## config.mk

```make
export PLATFORM = sky130hd
export DESIGN_NAME = audio_pwm_player
export DESIGN_NICKNAME = d
export VERILOG_FILES = /design/src/rtl/audio_pkg.sv /design/src/rtl/audio_pwm_core.sv /design/src/rtl/audio_pwm_player.sv
export SDC_FILE = /design/constraint.sdc
export NUM_CORES = 1
export LEC_CHECK = 0
export ABC_AREA = 1
export ABC_CLOCK_PERIOD_IN_PS = 2600
export BUFFER_PORTS_ARGS = -buffer_cell sky130_fd_sc_hd__buf_2
export CAP_MARGIN = 10
export CORE_UTILIZATION = 30
export DETAILED_ROUTE_END_ITERATION = 7
export HOLD_SLACK_MARGIN = 0.08
export PLACE_DENSITY = 0.42
export SYNTH_ARGS = -nofsm -noshare
export SYNTH_HDL_FRONTEND = slang
export SYNTH_SLANG_ARGS = --single-unit
```

## constraint.sdc

```tcl
create_clock -name Master_Clock_In -period 2.6 [get_ports Master_Clock_In]
set_input_delay 0.52 -clock Master_Clock_In [delete_from_list [all_inputs] [get_ports Master_Clock_In]]
set_output_delay 0.52 -clock Master_Clock_In [all_outputs]
set_load 0.03 [all_outputs]
```

## src/rtl/audio_pkg.sv

```systemverilog
`timescale 1ns/1ps
// Shared types and constants for the PWM sample player.
// Latency: n/a (package only).
// Backpressure: n/a; the player is free-running once started.
//
// Contents: FSM state enum, default clock/sample-rate constants, derived
// clock divider and a configuration sanity check used at elaboration.
package audio_pkg;

    typedef enum logic [1:0] {
        IDLE  = 2'd0,
        FETCH = 2'd1,
        PLAY  = 2'd2
    } state_t;

    localparam int SYS_CLK_HZ = 100_000_000;
    localparam int SAMPLE_HZ  = 22050;

    function automatic int div_ceil(input int num, input int den);
        return (num + den - 1) / den;
    endfunction

    // Rounded up so the sample period never undershoots the target rate.
    localparam int DEF_CLK_DIV = div_ceil(SYS_CLK_HZ, SAMPLE_HZ);

    // The divider must be long enough to hold one full PWM window, and the
    // clip must fit in the ROM address space.
    function automatic bit cfg_ok(input int clk_div, input int sample_w,
                                  input int addr_w, input int length);
        return (longint'(clk_div) >= (longint'(1) << sample_w)) &&
               (clk_div >= 4) && (length >= 2) &&
               (longint'(length) <= (longint'(1) << addr_w));
    endfunction

endpackage

```

## src/rtl/audio_pwm_core.sv

```systemverilog
`timescale 1ns/1ps
// PWM renderer: compares a free-running window counter against the sample.
// Latency: output registered, lags the compare by 1 cycle.
// Backpressure: none; runs whenever i_run is high, forced low otherwise.
//
// Ports: i_clk/i_rst clock and sync reset, i_run enables rendering (PLAY),
// i_restart clears the window counter at a sample-period boundary,
// i_sample is the attenuated sample, o_signal the registered PWM bit.
module audio_pwm_core
    import audio_pkg::*;
#(
    parameter int SAMPLE_W = 8
) (
    input  logic                i_clk,
    input  logic                i_rst,
    input  logic                i_run,
    input  logic                i_restart,
    input  logic [SAMPLE_W-1:0] i_sample,
    output logic                o_signal
);

    logic [SAMPLE_W-1:0] r_pwm_cnt;
    logic                r_signal;

    always_ff @(posedge i_clk) begin
        if (i_rst) begin
            r_pwm_cnt <= '0;
            r_signal  <= 1'b0;
        end else if (!i_run) begin
            r_pwm_cnt <= '0;
            r_signal  <= 1'b0;
        end else begin
            r_signal  <= (r_pwm_cnt < i_sample);
            // Natural wrap repeats the window when the period is longer
            // than 2**SAMPLE_W; the restart realigns it to each sample.
            r_pwm_cnt <= i_restart ? '0 : r_pwm_cnt + SAMPLE_W'(1);
        end
    end

    assign o_signal = r_signal;

endmodule

```

## src/rtl/audio_pwm_player.sv

```systemverilog
`timescale 1ns/1ps
// Streams PCM from a sync ROM and renders it as 1-bit PWM audio.
// Latency: Start in t -> FETCH t+1 -> PLAY t+2 -> first PWM high t+3.
// Backpressure: none; ROM is assumed to answer 1 cycle after the address.
//
// Ports: Master_Clock_In/Master_Reset_In clock and sync reset; Start_In,
// Stop_In, Loop_In, Volume_In playback control; Rom_Addr_Out/Rom_Data_In
// sample ROM interface; Signal_Out PWM pin; Playing_Out/Done_Out status.
module audio_pwm_player
    import audio_pkg::*;
#(
    parameter int CLK_DIV  = DEF_CLK_DIV,
    parameter int SAMPLE_W = 8,
    parameter int ADDR_W   = 16,
    parameter int LENGTH   = 65536
) (
    input  logic                Master_Clock_In,
    input  logic                Master_Reset_In,
    input  logic                Start_In,
    input  logic                Stop_In,
    input  logic                Loop_In,
    input  logic [1:0]          Volume_In,
    output logic [ADDR_W-1:0]   Rom_Addr_Out,
    input  logic [SAMPLE_W-1:0] Rom_Data_In,
    output logic                Signal_Out,
    output logic                Playing_Out,
    output logic                Done_Out
);

    if (!cfg_ok(CLK_DIV, SAMPLE_W, ADDR_W, LENGTH)) begin : g_bad_cfg
        $error("audio_pwm_player: CLK_DIV/SAMPLE_W/ADDR_W/LENGTH inconsistent");
    end

    localparam int                DIV_W    = $clog2(CLK_DIV);
    localparam logic [DIV_W-1:0]  DIV_LAST = DIV_W'(CLK_DIV - 1);
    localparam logic [ADDR_W-1:0] LAST_IDX = ADDR_W'(LENGTH - 1);
    localparam logic [ADDR_W:0]   LEN_EXT  = (ADDR_W + 1)'(LENGTH);

    state_t              r_state;
    logic [DIV_W-1:0]    r_div;
    logic [ADDR_W-1:0]   r_idx;
    logic [ADDR_W-1:0]   r_addr;
    logic [SAMPLE_W-1:0] r_sample;
    logic                r_done;

    logic                w_period_end;
    logic [ADDR_W:0]     w_idx_p2;
    logic [ADDR_W-1:0]   w_next_addr;
    logic [SAMPLE_W-1:0] w_scaled;

    assign w_period_end = (r_state == PLAY) && (r_div == DIV_LAST);
    assign w_scaled     = Rom_Data_In >> Volume_In;

    // Prefetch two ahead of the sample being played; one extra bit so the
    // compare against LENGTH works when LENGTH == 2**ADDR_W. Wrapping to 0
    // keeps the first sample ready for a seamless loop.
    assign w_idx_p2    = {1'b0, r_idx} + (ADDR_W + 1)'(2);
    assign w_next_addr = (w_idx_p2 == LEN_EXT) ? '0 : w_idx_p2[ADDR_W-1:0];

    always_ff @(posedge Master_Clock_In) begin
        if (Master_Reset_In) begin
            r_state  <= IDLE;
            r_div    <= '0;
            r_idx    <= '0;
            r_addr   <= '0;
            r_sample <= '0;
            r_done   <= 1'b0;
        end else begin
            r_done <= 1'b0;
            case (r_state)
                IDLE: begin
                    r_div  <= '0;
                    r_addr <= '0;
                    if (Start_In && !Stop_In) begin
                        r_state <= FETCH;
                        r_idx   <= '0;
                    end
                end
                FETCH: begin
                    if (Stop_In) begin
                        r_state <= IDLE;
                        r_addr  <= '0;
                    end else begin
                        r_sample <= w_scaled;
                        r_addr   <= ADDR_W'(1);
                        r_div    <= '0;
                        r_state  <= PLAY;
                    end
                end
                PLAY: begin
                    if (Stop_In) begin
                        r_state <= IDLE;
                        r_addr  <= '0;
                        r_div   <= '0;
                    end else if (r_div != DIV_LAST) begin
                        r_div <= r_div + DIV_W'(1);
                    end else begin
                        r_div <= '0;
                        if (r_idx != LAST_IDX) begin
                            r_sample <= w_scaled;
                            r_idx    <= r_idx + ADDR_W'(1);
                            r_addr   <= w_next_addr;
                        end else if (Loop_In) begin
                            // Address 0 was prefetched during the last sample.
                            r_sample <= w_scaled;
                            r_idx    <= '0;
                            r_addr   <= ADDR_W'(1);
                        end else begin
                            r_state <= IDLE;
                            r_done  <= 1'b1;
                            r_addr  <= '0;
                        end
                    end
                end
                default: r_state <= IDLE;
            endcase
        end
    end

    audio_pwm_core #(
        .SAMPLE_W (SAMPLE_W)
    ) u_core (
        .i_clk     (Master_Clock_In),
        .i_rst     (Master_Reset_In),
        .i_run     (r_state == PLAY),
        .i_restart (w_period_end),
        .i_sample  (r_sample),
        .o_signal  (Signal_Out)
    );

    assign Rom_Addr_Out = r_addr;
    assign Playing_Out  = (r_state != IDLE);
    assign Done_Out     = r_done;

endmodule
```

== Yosys cells after proc, flatten, opt, wreduce, memory -nomap -nowiden ==
Index checks and enable logic that the tools add are counted.

* Logic and storage cells: 76
* Output and inout port bits: 19
* Flip-flop bits (word level): 65
* Input bits: 15

* Magnitude comparators: 1
* Add/sub/neg operators: 4
* Shifts and indexed selects: 1
* Equal/unequal tests: 14
* Reduce and logical (&&, ||, !) cells: 16
* Bitwise logic cells: 1
* Multiplexer cells: 31

{| class="wikitable"
|+ Operators with widths
! cell !! count
|-
| two-way mux 16 bit || 9
|-
| case mux 16 bit (3 select lines) || 1
|-
| two-way mux 8 bit || 5
|-
| two-way mux 13 bit || 3
|-
| case mux 13 bit (3 select lines) || 1
|-
| case mux 16 bit (2 select lines) || 1
|-
| adder 16 x 2 -> 17 bit, second input constant || 1
|-
| == test 17 bit, second input constant || 1
|-
| adder 16 x 1 -> 16 bit, second input constant || 1
|-
| != test 16 bit, second input constant || 1
|-
| case mux 8 bit (2 select lines) || 1
|-
| adder 13 x 1 -> 13 bit, second input constant || 1
|-
| == test 13 bit, second input constant || 1
|-
| != test 13 bit, second input constant || 1
|-
| two-way mux 2 bit || 6
|-
| != test 3 bit, second input constant || 4
|-
| AND reduction 5 bit || 2
|-
| adder 8 x 1 -> 8 bit, second input constant || 1
|-
| less-than comparator 8 bit || 1
|-
| != test 2 bit, second input constant || 4
|-
| right shift 8 x 2 -> 8 bit || 1
|-
| case mux 2 bit (3 select lines) || 1
|-
| nonzero test 2 bit || 3
|-
| OR reduction 5 bit || 1
|-
| other kinds (12) || 16
|}

== Logic depth before layout (Yosys ltp) ==
Gate-level depths: netlist (run 1).

* Word-level depth: 7
* Mapped depth: 13
* Depth with buffers taken out: 13

== Hierarchy ==
From an unflattened synthesis (run 1), not the netlist that was laid out.

* Cells, all modules: 568
* Area, all modules: 3918.8 sq um

{| class="wikitable"
|+ Modules (own cells, without submodules)
! module !! seq. area each (sq um) !! area each (sq um) !! instances !! cells each
|-
| audio_pwm_player || 1121.1 || 3365.7 || 1 || 491
|-
| audio_pwm_core || 180.2 || 553.0 || 1 || 77
|}

== Worst setup path after synthesis (run 1) ==
OpenSTA, ideal clock, no wires.

* Path type: register to register
* Start point: register r_idx[1]
* End point: register r_idx[11]
* Library setup time: 0.069 ns
* Period minus slack after synthesis: 1.834 ns
* Arrival time: 1.765 ns
* Path buffers: 1
* Slack: 0.766 ns
* Stages on the path, launching flop included: 13
* Data required time: 2.531 ns
* Path through: dfxtp_1 ha_1 nand2_1 nor2_4 nand2_4 nor2_8 nand2_4 a21oi_4 inv_2 nand3_4 buf_12 nand2_1 a21oi_2

* Cells in the longest elaborated chain, start to end: 5
* Elaborated cells between the ends (all ways): 8
* Classes of those cells: 1 x add/sub; 2 x eq/ne; 4 x mux; 1 x reduce/logical

{| class="wikitable"
|+ Ends and longest elaborated chain
! item !! line !! RTL
|-
| start: declaration || audio_pwm_player.sv:41 || <nowiki>logic [ADDR_W-1:0] r_idx;</nowiki>
|-
| start signal: assignment || audio_pwm_player.sv:101 || <nowiki>r_idx <= r_idx + ADDR_W'(1);</nowiki>
|-
| adder 16 x 1 -> 16 bit / != test 16 bit (equally long branches) || audio_pwm_player.sv:101, audio_pwm_player.sv:99 ||
|-
| two-way mux 16 bit || audio_pwm_player.sv:99 || <nowiki>if (r_idx != LAST_IDX) begin</nowiki>
|-
| two-way mux 16 bit || audio_pwm_player.sv:95 || <nowiki>end else if (r_div != DIV_LAST) begin</nowiki>
|-
| two-way mux 16 bit || audio_pwm_player.sv:91 || <nowiki>if (Stop_In) begin</nowiki>
|-
| case mux 16 bit (2 select lines) || audio_pwm_player.sv:70 || <nowiki>case (r_state)</nowiki>
|}

Parallel ways exist; a longest one is shown, timed or not. The select of a mux whose other input is x is not followed.
A chain may end at the register's enable or synchronous reset.

== Worst setup path in the final report (run 1) ==
* Start point: register r_idx[1]
* End point: register r_idx[1]

The elaborated chain is that of the path after synthesis.

==> results of run 1 <==
kinds of logic after synthesis:
family                     count (synthesis)  synth area share
muxes                                      2           0.00532
xor gates and xnor gates                  28            0.0651
and+or+nand+nor                          287             0.342
AOI/OAI and AO/OA                         71             0.109
adders and majority gates                 16            0.0532
buffers and inverters                     71            0.0797
DFF                                       65             0.346
final cells by class:
class                   count  area [µm²]  share of cell area
flip-flops and latches     65        1300               0.296
clock inverters             5        55.1              0.0125
well taps                 168         210              0.0478
multi-input cells         404        2160               0.493
repair buffers             38         203              0.0461
clock buffers              11         243              0.0552
inverters                  58         218              0.0495
through the flow:
step	worst slack [ns]	utilization	instance area (µm²)	hold slack [ns]
after floorplan	0.766	-	3770	0.432
after global placement	0.341	0.338	4100	0.453
after detailed placement	0.346	0.338	4100	0.456
after CTS	0.335	0.363	4390	0.384
after global routing	0.174	0.363	4390	0.401
final	0.357	0.363	4390	0.407
routing by layer:
layer  global-route usage  part of all wire
met5                    0                 0
met4               0.0554             0.016
met3               0.0515             0.028
met2                0.276              0.49
met1                0.192              0.47
synthesized netlist by cell type, drive strengths merged (5+ instances only):
| master | n |
|---|---|
| xor2 | 18 |
| o21ai | 22 |
| xnor2 | 10 |
| nand2 | 148 |
| clkbuf | 7 |
| nor3 | 15 |
| buf | 5 |
| nor3b | 6 |
| inv | 57 |
| nand4 | 6 |
| a21oi | 45 |
| ha | 16 |
| nor2 | 84 |
| nand3 | 21 |
| dfxtp | 65 |
flip-flops by register name, indices dropped and copies added, names as in the netlist:
signal,flops
Done_Out,1
Rom_Addr_Out,16
r_div,13
r_idx,16
r_sample,8
r_state,2
u_core.o_signal,1
u_core.r_pwm_cnt,8
cell usage in the layout, fill, tap and decap left out, drive strengths merged, types with 2 or more instances in the layout:
| cell | count |
|---|---|
| a21oi | 45 |
| buf | 38 |
| clkbuf | 11 |
| clkinv | 3 |
| clkinvlp | 2 |
| dfxtp | 65 |
| ha | 16 |
| inv | 57 |
| mux2i | 2 |
| nand2 | 148 |
| nand3 | 21 |
| nand4 | 6 |
| nor2 | 84 |
| nor3 | 15 |
| nor3b | 6 |
| nor4 | 2 |
| o21ai | 22 |
| o22ai | 2 |
| or2 | 3 |
| xnor2 | 10 |
| xor2 | 18 |
path summary, 6_finish.rpt:
check / endpoint / cells past startpoint
min reg2reg: Rom_Addr_Out[1]$_SDFFE_PP0P_ / 2
min: Done_Out$_SDFF_PP0_ / 2
max reg2reg: r_idx[1]$_SDFFE_PP0P_ / 11
max: r_idx[1]$_SDFFE_PP0P_ / 11
worst register-to-register path, stage by stage, from the launching register on:
cell and delay [ns]:
dfxtp_1 0.46, ha_1 0.28, nand2_1 0.12, nor2_4 0.19, nand2_4 0.10, nor2_8 0.19, nand2_4 0.09, a21oi_4 0.18
inv_2 0.10, nand3_4 0.20, o21ai_0 0.16, nor2_1 0.12
power by group:
group / internal (mW) / switching (mW)
logic: 0.300 / 0.746
registers: 1.10 / 0.0696
clock network: 0.764 / 0.456
==> impl_metrics.ini, run 1 <==
[sta]
final_hold_viol_count = 0
rsz0062_at_grt = no
fmax_mhz = 446
finalMaxSlewViolations = 0
setup_viol = 0
fin_crit_ns = 2.24
fin_skew_ns = 0.00804
slew_headroom = 0.689
min_period_over_period = 0.863
fin_setup_tns_ns = 0
worst_pin_slew_ns = 0.465

[drt]
vias = 3340
drt_first_pass_iters = 4
ant_nets = 0
post_drt_wl_per_cell_um = 12.7
vias_per_cell = 4.46
wirelength_um = 9480
drt_iter0_drc = 115
drc = 0

[global_route]
grt_pass1_vias = 3309
grt_usage = 0.162
grt_max_degree = 31
grt_pass1_wl_um = 16200
grt.overflow.total = 0
antenna_found_initial = 0

[setup_path]
path_cells = ha_1 > nand2_1 > nor2_4 > nand2_4 > nor2_8 > nand2_4 > a21oi_4 > inv_2 > nand3_4 > o21ai_0 > nor2_1
start_kind = register
cp.required_ns = 2.87
crit_arrival_ns = 2.51
path_buf_inv = 1
critical_path.slowest_cell = dfxtp_1
reg2reg_from = r_idx[1]$_SDFFE_PP0P_
cp_max_fo = 16
slowest_delay_ns = 0.46
crit_start = r_idx[1]$_SDFFE_PP0P_
r2r_slack_ns = 0.36
cp_common_cell = nand2_4
crit_family = simple AND/OR/NAND/NOR gates
crit_type = reg2reg
end_kind = register

[power_and_ir_drop]
power_density_mw_per_mm2 = 782
leakage_nw = 1.74
peakVddDrop_uv = 307
p_total_mw = 3.43

[placement]
finalWeightedCongestion = 0.821
portBuffers = 33
dp.cells = 733
dp_hpwl_um = 7190

[layout]
finalNonFillerCells = 749
drive_gt1_frac = 0.151
diodes = 0
fillCellCount = 1346
fin_nets = 607
synthToLayoutAreaGrowth_pct = 16.7

[yosys]
synth-seq-cells = 65
yosysSeqAreaShare = 0.346
synth_top_area_cell = dfxtp_1
netlist_instances = 540
synthTopCellsByArea = dfxtp_1 35%, nand2_1 14%, nor2_1 7.8%, ha_1 5.3%, inv_1 5.2%
synth_edf_count = 0
yosys_most_used_dff = dfxtp_1
async_flop_share = 0
yosysTopAreaCellShare = 0.346
netlist_area_mm2 = 0.00377
ys_warn_count = 0
syn_nets = 571
synth.distinct_cells = 36
synth_area_per_cell_um2 = 6.97

[hold_path]
worstHoldStart = Stop_In
hp-class = in2reg

[clock_tree]
clk_pin_slew_ns = 0.05
cts.sinks = 65
cts_buffer_depth = 2
clk_latency_ns = 0.34
numCtsBuffers = 9
clock-root-buffer = clkbuf_16
tritoncts = done
cts_resized = 0
post_cts_buffers = 0
hold_buffers = 0
h-tree-depth = 3

[floorplanning]
io_pins = 34
placementRows = 40
initial_core_util = 0.311
die_h_um = 114
die_area_mm2 = 0.0130
die_w_um = 114
core_area_mm2 = 0.0121

[run]
cap_viol_max_count = 0

[run_status]
outcome = complete, no violations
No activity file was read; power rests on OpenSTA's default activity.
==> run 2, diff against run 1 <==
--- a/config.mk
+++ b/config.mk
@@ -5,7 +5,7 @@
 export SDC_FILE = /design/constraint.sdc
 export NUM_CORES = 1
 export LEC_CHECK = 0
-export ABC_AREA = 1
+export ABC_AREA = 0
 export ABC_CLOCK_PERIOD_IN_PS = 2600
 export BUFFER_PORTS_ARGS = -buffer_cell sky130_fd_sc_hd__buf_2
 export CAP_MARGIN = 10
==> run 2 against run 1 <==
Global-route usage down 1.0 points; register-to-register slack worse by 0.15 ns; via count decreased by 13%; critical path type unchanged; setup slack got worse by 0.15 ns; die area is 5.9% lower; clock power increased by 4%; critical endpoint is now r_idx[7]$_SDFFE_PP0P_; combinational power is 74% lower; non-clock buffer count rose by 16; final cell count is 20% lower; sequential power shrank 12%; fmax decreased by 6.1%; hold slack better by 0.041 ns.
==> impl_metrics.ini, run 2 <==
[drt]
ant_nets = 0
drt_first_pass_iters = 5
post_drt_wl_per_cell_um = 14.6
vias_per_cell = 4.89
drt_iter0_drc = 103
wirelength_um = 8740
vias = 2921
drc = 0

[floorplanning]
die_w_um = 111
core_area_mm2 = 0.0115
io_pins = 34
initial_core_util = 0.309
placementRows = 39
die_area_mm2 = 0.0122
die_h_um = 111

[setup_path]
reg2reg_from = r_idx[0]$_SDFFE_PP0P_
path_cells = ha_1 > nand3_1 > or2_1 > buf_4 > o311ai_4 > buf_4 > o21ai_0 > and4_1 > a211oi_1
cp_common_cell = buf_4
crit_family = simple AND/OR/NAND/NOR gates
start_kind = register
end_kind = register
cp_max_fo = 7
crit_arrival_ns = 2.64
r2r_slack_ns = 0.21
critical_path.slowest_cell = dfxtp_1
cp.required_ns = 2.85
path_buf_inv = 2
crit_type = reg2reg
rr_endpoint = r_idx[7]$_SDFFE_PP0P_
slowest_delay_ns = 0.38
rr_worst_depth = 9

[placement]
portBuffers = 33
dp_hpwl_um = 6520
finalWeightedCongestion = 0.804

[yosys]
synth_common_cells = 65 x dfxtp_1, 63 x nor2_1, 33 x nand2_1
yosys_most_used_dff = dfxtp_1
synth-seq-cells = 65
async_flop_share = 0
yosysSeqAreaShare = 0.367
yosysMostFrequentCell = dfxtp_1
synth.distinct_cells = 58
synth_edf_count = 0
synth_area_per_cell_um2 = 8.74
synthTopCellsByArea = dfxtp_1 37%, nor2_1 6.7%, xnor2_1 5.7%, ha_1 5.7%, nand2_1 3.5%
ys_warn_count = 0
yosysTopAreaCellShare = 0.367
netlist_area_mm2 = 0.00354
syn_nets = 436
netlist_instances = 405
synth_top_area_cell = dfxtp_1

[hold_path]
hold_depth = 2
hp-class = reg2reg
min_to = Rom_Addr_Out[6]$_SDFFE_PP0P_
worstHoldStart = Rom_Addr_Out[6]$_SDFFE_PP0P_

[power_and_ir_drop]
power_density_mw_per_mm2 = 604
leakage_nw = 1.60
p_total_mw = 2.57
peakVddDrop_uv = 366

[layout]
synthToLayoutAreaGrowth_pct = 20.3
final_cell_mix = 65 x dfxtp_1, 63 x nor2_1, 33 x nand2_1, 33 x buf_2, 23 x xnor2_1
layout_commonest_cell = dfxtp_1
diodes = 0
fin_nets = 480
utilization = 0.371
drive_gt1_frac = 0.196

[sta]
fin_skew_ns = 0.00579
rsz0062_at_grt = no
setup_viol = 0
fin_setup_tns_ns = 0
min_period_over_period = 0.919
fmax_mhz = 419
worst_pin_slew_ns = 0.622
final_hold_viol_count = 0
fin_crit_ns = 2.39
finalMaxSlewViolations = 0
slew_headroom = 0.586

[run]
cap_viol_max_count = 0

[clock_tree]
numCtsBuffers = 9
hold_buffers = 0
cts_buffer_depth = 2
clk_latency_ns = 0.34
h-tree-depth = 3
cts.sinks = 65
clock-root-buffer = clkbuf_16
tritoncts = done
clk_pin_slew_ns = 0.06
post_cts_buffers = 0

[global_route]
grt_max_degree = 20
grt.overflow.total = 0
antenna_found_initial = 0
grt_usage = 0.152
grt_pass1_wl_um = 14700
grt_pass1_vias = 2851

[run_status]
outcome = complete, no violations
[run 2: cell type report]
cell class / instances / area (µm²)
inverters: 18 / 67.6
clock inverters: 4 / 50.0
clock buffers: 12 / 267
multi-input cells: 301 / 2070
repair buffers: 54 / 323
fillers: 1170 / 7210
flip-flops and latches: 65 / 1300
well taps: 143 / 179
[run 2: stage by stage]
stage	setup slack, ns	cells	hold WS [ns]	area [µm²]
after floorplan	0.395	405	0.425	3540
after global placement	0.130	581	0.439	3940
after detailed placement	0.0961	581	0.445	3940
after CTS	0.0820	597	0.453	4260
after global routing	0.0476	597	0.487	4260
final	0.211	597	0.448	4260
[run 2: cells by family after synthesis]
logic type / share of synthesized area
mux: 0.0597
compound gates: 0.141
xor+xnor: 0.0915
simple gates: 0.236
flops: 0.367
fa+ha+maj: 0.0565
buf+inv: 0.0484
[run 2: power by group]
group | internal, mW | switching, mW
Sequential | 1.02 | 0.0144
Clock | 0.818 | 0.448
Combinational | 0.108 | 0.167
[run 2: worst max-delay path by stage]
stage,startpoint,to,slack [ns],cells past startpoint
floorplan,r_idx[1]$_SDFFE_PP0P_,r_idx[6]$_SDFFE_PP0P_,0.39,9
global placement,r_idx[0]$_SDFFE_PP0P_,r_sample[5]$_SDFFE_PP0P_,0.13,7
detailed placement,r_idx[0]$_SDFFE_PP0P_,r_sample[5]$_SDFFE_PP0P_,0.1,7
CTS,r_idx[0]$_SDFFE_PP0P_,r_sample[5]$_SDFFE_PP0P_,0.08,7
global route,r_idx[0]$_SDFFE_PP0P_,r_idx[14]$_SDFFE_PP0P_,0.05,9
finish,r_idx[0]$_SDFFE_PP0P_,r_idx[7]$_SDFFE_PP0P_,0.21,9
[run 2: metal layers]
layer,track usage,up-vias,wire length (µm)
li1,-,1511,-
met1,0.220,1354,4780
met2,0.214,49,3580
met3,0.0373,7,307
met4,0.0587,0,78
met5,0,-,0
[run 2: repair_timing]
action	4_1_cts	5_1_grt
setup endpoints to repair	0	6
hold endpoints to repair	0	0
resized for setup	0	1
[run 2: worst reg2reg max path: stages (launching register included)]
cell and delay, ns:
dfxtp_1 0.38, ha_1 0.31, nand3_1 0.21, or2_1 0.29
buf_4 0.17, o311ai_4 0.24, buf_4 0.20, o21ai_0 0.07
and4_1 0.22, a211oi_1 0.22
==> run 3, diff against run 2 <==
--- a/config.mk
+++ b/config.mk
@@ -6,13 +6,16 @@
 export NUM_CORES = 1
 export LEC_CHECK = 0
 export ABC_AREA = 0
-export ABC_CLOCK_PERIOD_IN_PS = 2600
+export ABC_CLOCK_PERIOD_IN_PS = 2500
 export BUFFER_PORTS_ARGS = -buffer_cell sky130_fd_sc_hd__buf_2
 export CAP_MARGIN = 10
+export CELL_PAD_IN_SITES_DETAIL_PLACEMENT = 1
+export CELL_PAD_IN_SITES_GLOBAL_PLACEMENT = 2
 export CORE_UTILIZATION = 30
 export DETAILED_ROUTE_END_ITERATION = 7
 export HOLD_SLACK_MARGIN = 0.08
-export PLACE_DENSITY = 0.42
+export PLACE_DENSITY = 0.63
 export SYNTH_ARGS = -nofsm -noshare
 export SYNTH_HDL_FRONTEND = slang
 export SYNTH_SLANG_ARGS = --single-unit
+export TNS_END_PERCENT = 30
==> constraint.sdc (replaced) <==
create_clock -name Master_Clock_In -period 2.5 [get_ports Master_Clock_In]
set_input_delay 0.5 -clock Master_Clock_In [delete_from_list [all_inputs] [get_ports Master_Clock_In]]
set_output_delay 0.5 -clock Master_Clock_In [all_outputs]
set_load 0.03 [all_outputs]
==> run 3 against run 2 <==
Register-to-register slack worse by 0.04 ns; critical path type unchanged; count of clock-buffer cells in the layout increased by 1; setup slack worse by 0.042 ns; largest cell class unchanged; highest routed layer unchanged; first-iteration DRC count is 17% lower.
==> impl_metrics.ini, run 3 (synthesized netlist as in run 2, its figures left out) <==
[floorplanning]
initial_core_util = 0.309
core_area_mm2 = 0.0115
die_h_um = 111
die_area_mm2 = 0.0122
placementRows = 39
die_w_um = 111
io_pins = 34

[power_and_ir_drop]
power_density_mw_per_mm2 = 595
leakage_nw = 1.61
peakVddDrop_uv = 397
p_total_mw = 2.52

[setup_path]
start_kind = register
rr_endpoint = r_idx[10]$_SDFFE_PP0P_
cp.required_ns = 2.71
r2r_slack_ns = 0.17
reg2reg_from = r_div[0]$_SDFFE_PP0P_
rr_worst_depth = 8
crit_type = reg2reg
end_kind = register
crit_arrival_ns = 2.54
cp_max_fo = 6

[sta]
fin_crit_ns = 2.33
fin_setup_tns_ns = 0
rsz0062_at_grt = no
slew_headroom = 0.557
finalMaxSlewViolations = 0
worst_pin_slew_ns = 0.658
setup_viol = 0
min_period_over_period = 0.932
final_hold_viol_count = 0
setup_ws_ns = 0.169
fmax_mhz = 429
fin_skew_ns = 0.00838

[layout]
synthToLayoutAreaGrowth_pct = 19.7
layout_commonest_cell = dfxtp_1
final_cell_mix = 65 x dfxtp_1, 63 x nor2_1, 33 x nand2_1, 33 x buf_2, 24 x buf_4
finalNonFillerCells = 600
drive_gt1_frac = 0.197
fin_nets = 483
diodes = 0
utilization = 0.370
fillCellCount = 1367

[global_route]
grt.overflow.total = 0
grt_usage = 0.167
grt_pass1_wl_um = 15900
antenna_found_initial = 0
grt_pass1_vias = 3152
grt_max_degree = 29

[run]
cap_viol_max_count = 0

[clock_tree]
numCtsBuffers = 9
clock-root-buffer = clkbuf_16
hold_buffers = 0
cts.sinks = 65
post_cts_buffers = 0
clk_pin_slew_ns = 0.06
tritoncts = done
h-tree-depth = 3
clk_latency_ns = 0.34
cts_buffer_depth = 2

[drt]
drt_iter0_drc = 86
wirelength_um = 9410
vias = 2972
drc = 0
drt_first_pass_iters = 5
ant_nets = 0
vias_per_cell = 4.95
post_drt_wl_per_cell_um = 15.7

[placement]
place_ws_ns = 0.136
finalWeightedCongestion = 0.808
dp_hpwl_um = 7180
dp.cells = 584
portBuffers = 33

[hold_path]
min_to = Rom_Addr_Out[15]$_SDFFE_PP0P_
hp-class = reg2reg
hold_depth = 2
worstHoldStart = Rom_Addr_Out[15]$_SDFFE_PP0P_

[run_status]
outcome = complete, no violations
run 3: cell types whose count changed in the layout (fill, tap and decap cells not counted):
cell | previous run | this run
bufinv_16 | 1 | 0
nor2b_2 | 0 | 1
clkbuf_1 | 0 | 2
a21oi_2 | 2 | 1
a21oi_1 | 12 | 13
buf_4 | 21 | 24
clkbuf_8 | 3 | 2
clkinv_2 | 1 | 3
nor2b_1 | 9 | 8
clkinvlp_4 | 2 | 0
run 3: where the power goes:
part | leakage [nW] | internal, mW | switching (mW) | total, mW
Combinational | 0.942 | 0.114 | 0.172 | 0.285
Sequential | 0.524 | 1.06 | 0.0153 | 1.07
Clock | 0.139 | 0.720 | 0.444 | 1.16
run 3: timing repair:
action,in CTS,in global routing
endpoints found under the hold margin,0,0
gates resized for setup,0,1
setup endpoints to repair,0,8
run 3: layout make-up:
type,count,area [µm²],area share
clock buffers,13,260,0.0614
flip-flops and latches,65,1300,0.307
well taps,143,179,0.0422
multi-input cells,301,2070,0.488
clock inverters,3,15.0,0.00354
inverters,18,67.6,0.0159
repair buffers,57,345,0.0815
run 3: worst max-delay path by stage:
stage                                 start                      endpoint  slack [ns]
floorplan             r_idx[1]$_SDFFE_PP0P_         r_idx[6]$_SDFFE_PP0P_        0.29
global placement                    Stop_In  Rom_Addr_Out[4]$_SDFFE_PP0P_        0.21
detailed placement                  Stop_In  Rom_Addr_Out[2]$_SDFFE_PP0P_        0.14
CTS                 r_state[0]$_SDFFE_PP0P_  Rom_Addr_Out[8]$_SDFFE_PP0P_        0.12
global route          r_div[0]$_SDFFE_PP0P_        r_idx[10]$_SDFFE_PP0P_       0.008
finish                r_div[0]$_SDFFE_PP0P_        r_idx[10]$_SDFFE_PP0P_        0.17
run 3: critical path, cell delays in order, from the launching register on:
cell and delay [ns]:
dfxtp_1 0.37, ha_1 0.20, and4b_1 0.23, and3_1 0.27, o311ai_4 0.14, buf_4 0.18
a2111oi_0 0.57, xnor2_1 0.19, nor2_1 0.05
run 3: metal layers:
layer	wire, µm	track usage	up-vias
met5	0	0	-
met4	256	0.0747	0
met3	277	0.0467	16
met2	4650	0.284	32
met1	4230	0.193	1411
li1	-	-	1513
run 3: metrics by stage:
| step | area [µm²] | hold WS (ns) |
|---|---|---|
| after floorplan | 3540 | 0.425 |
| after global placement | 3960 | 0.439 |
| after detailed placement | 3960 | 0.446 |
| after CTS | 4240 | 0.453 |
| after global routing | 4240 | 0.468 |
| final | 4240 | 0.446 |
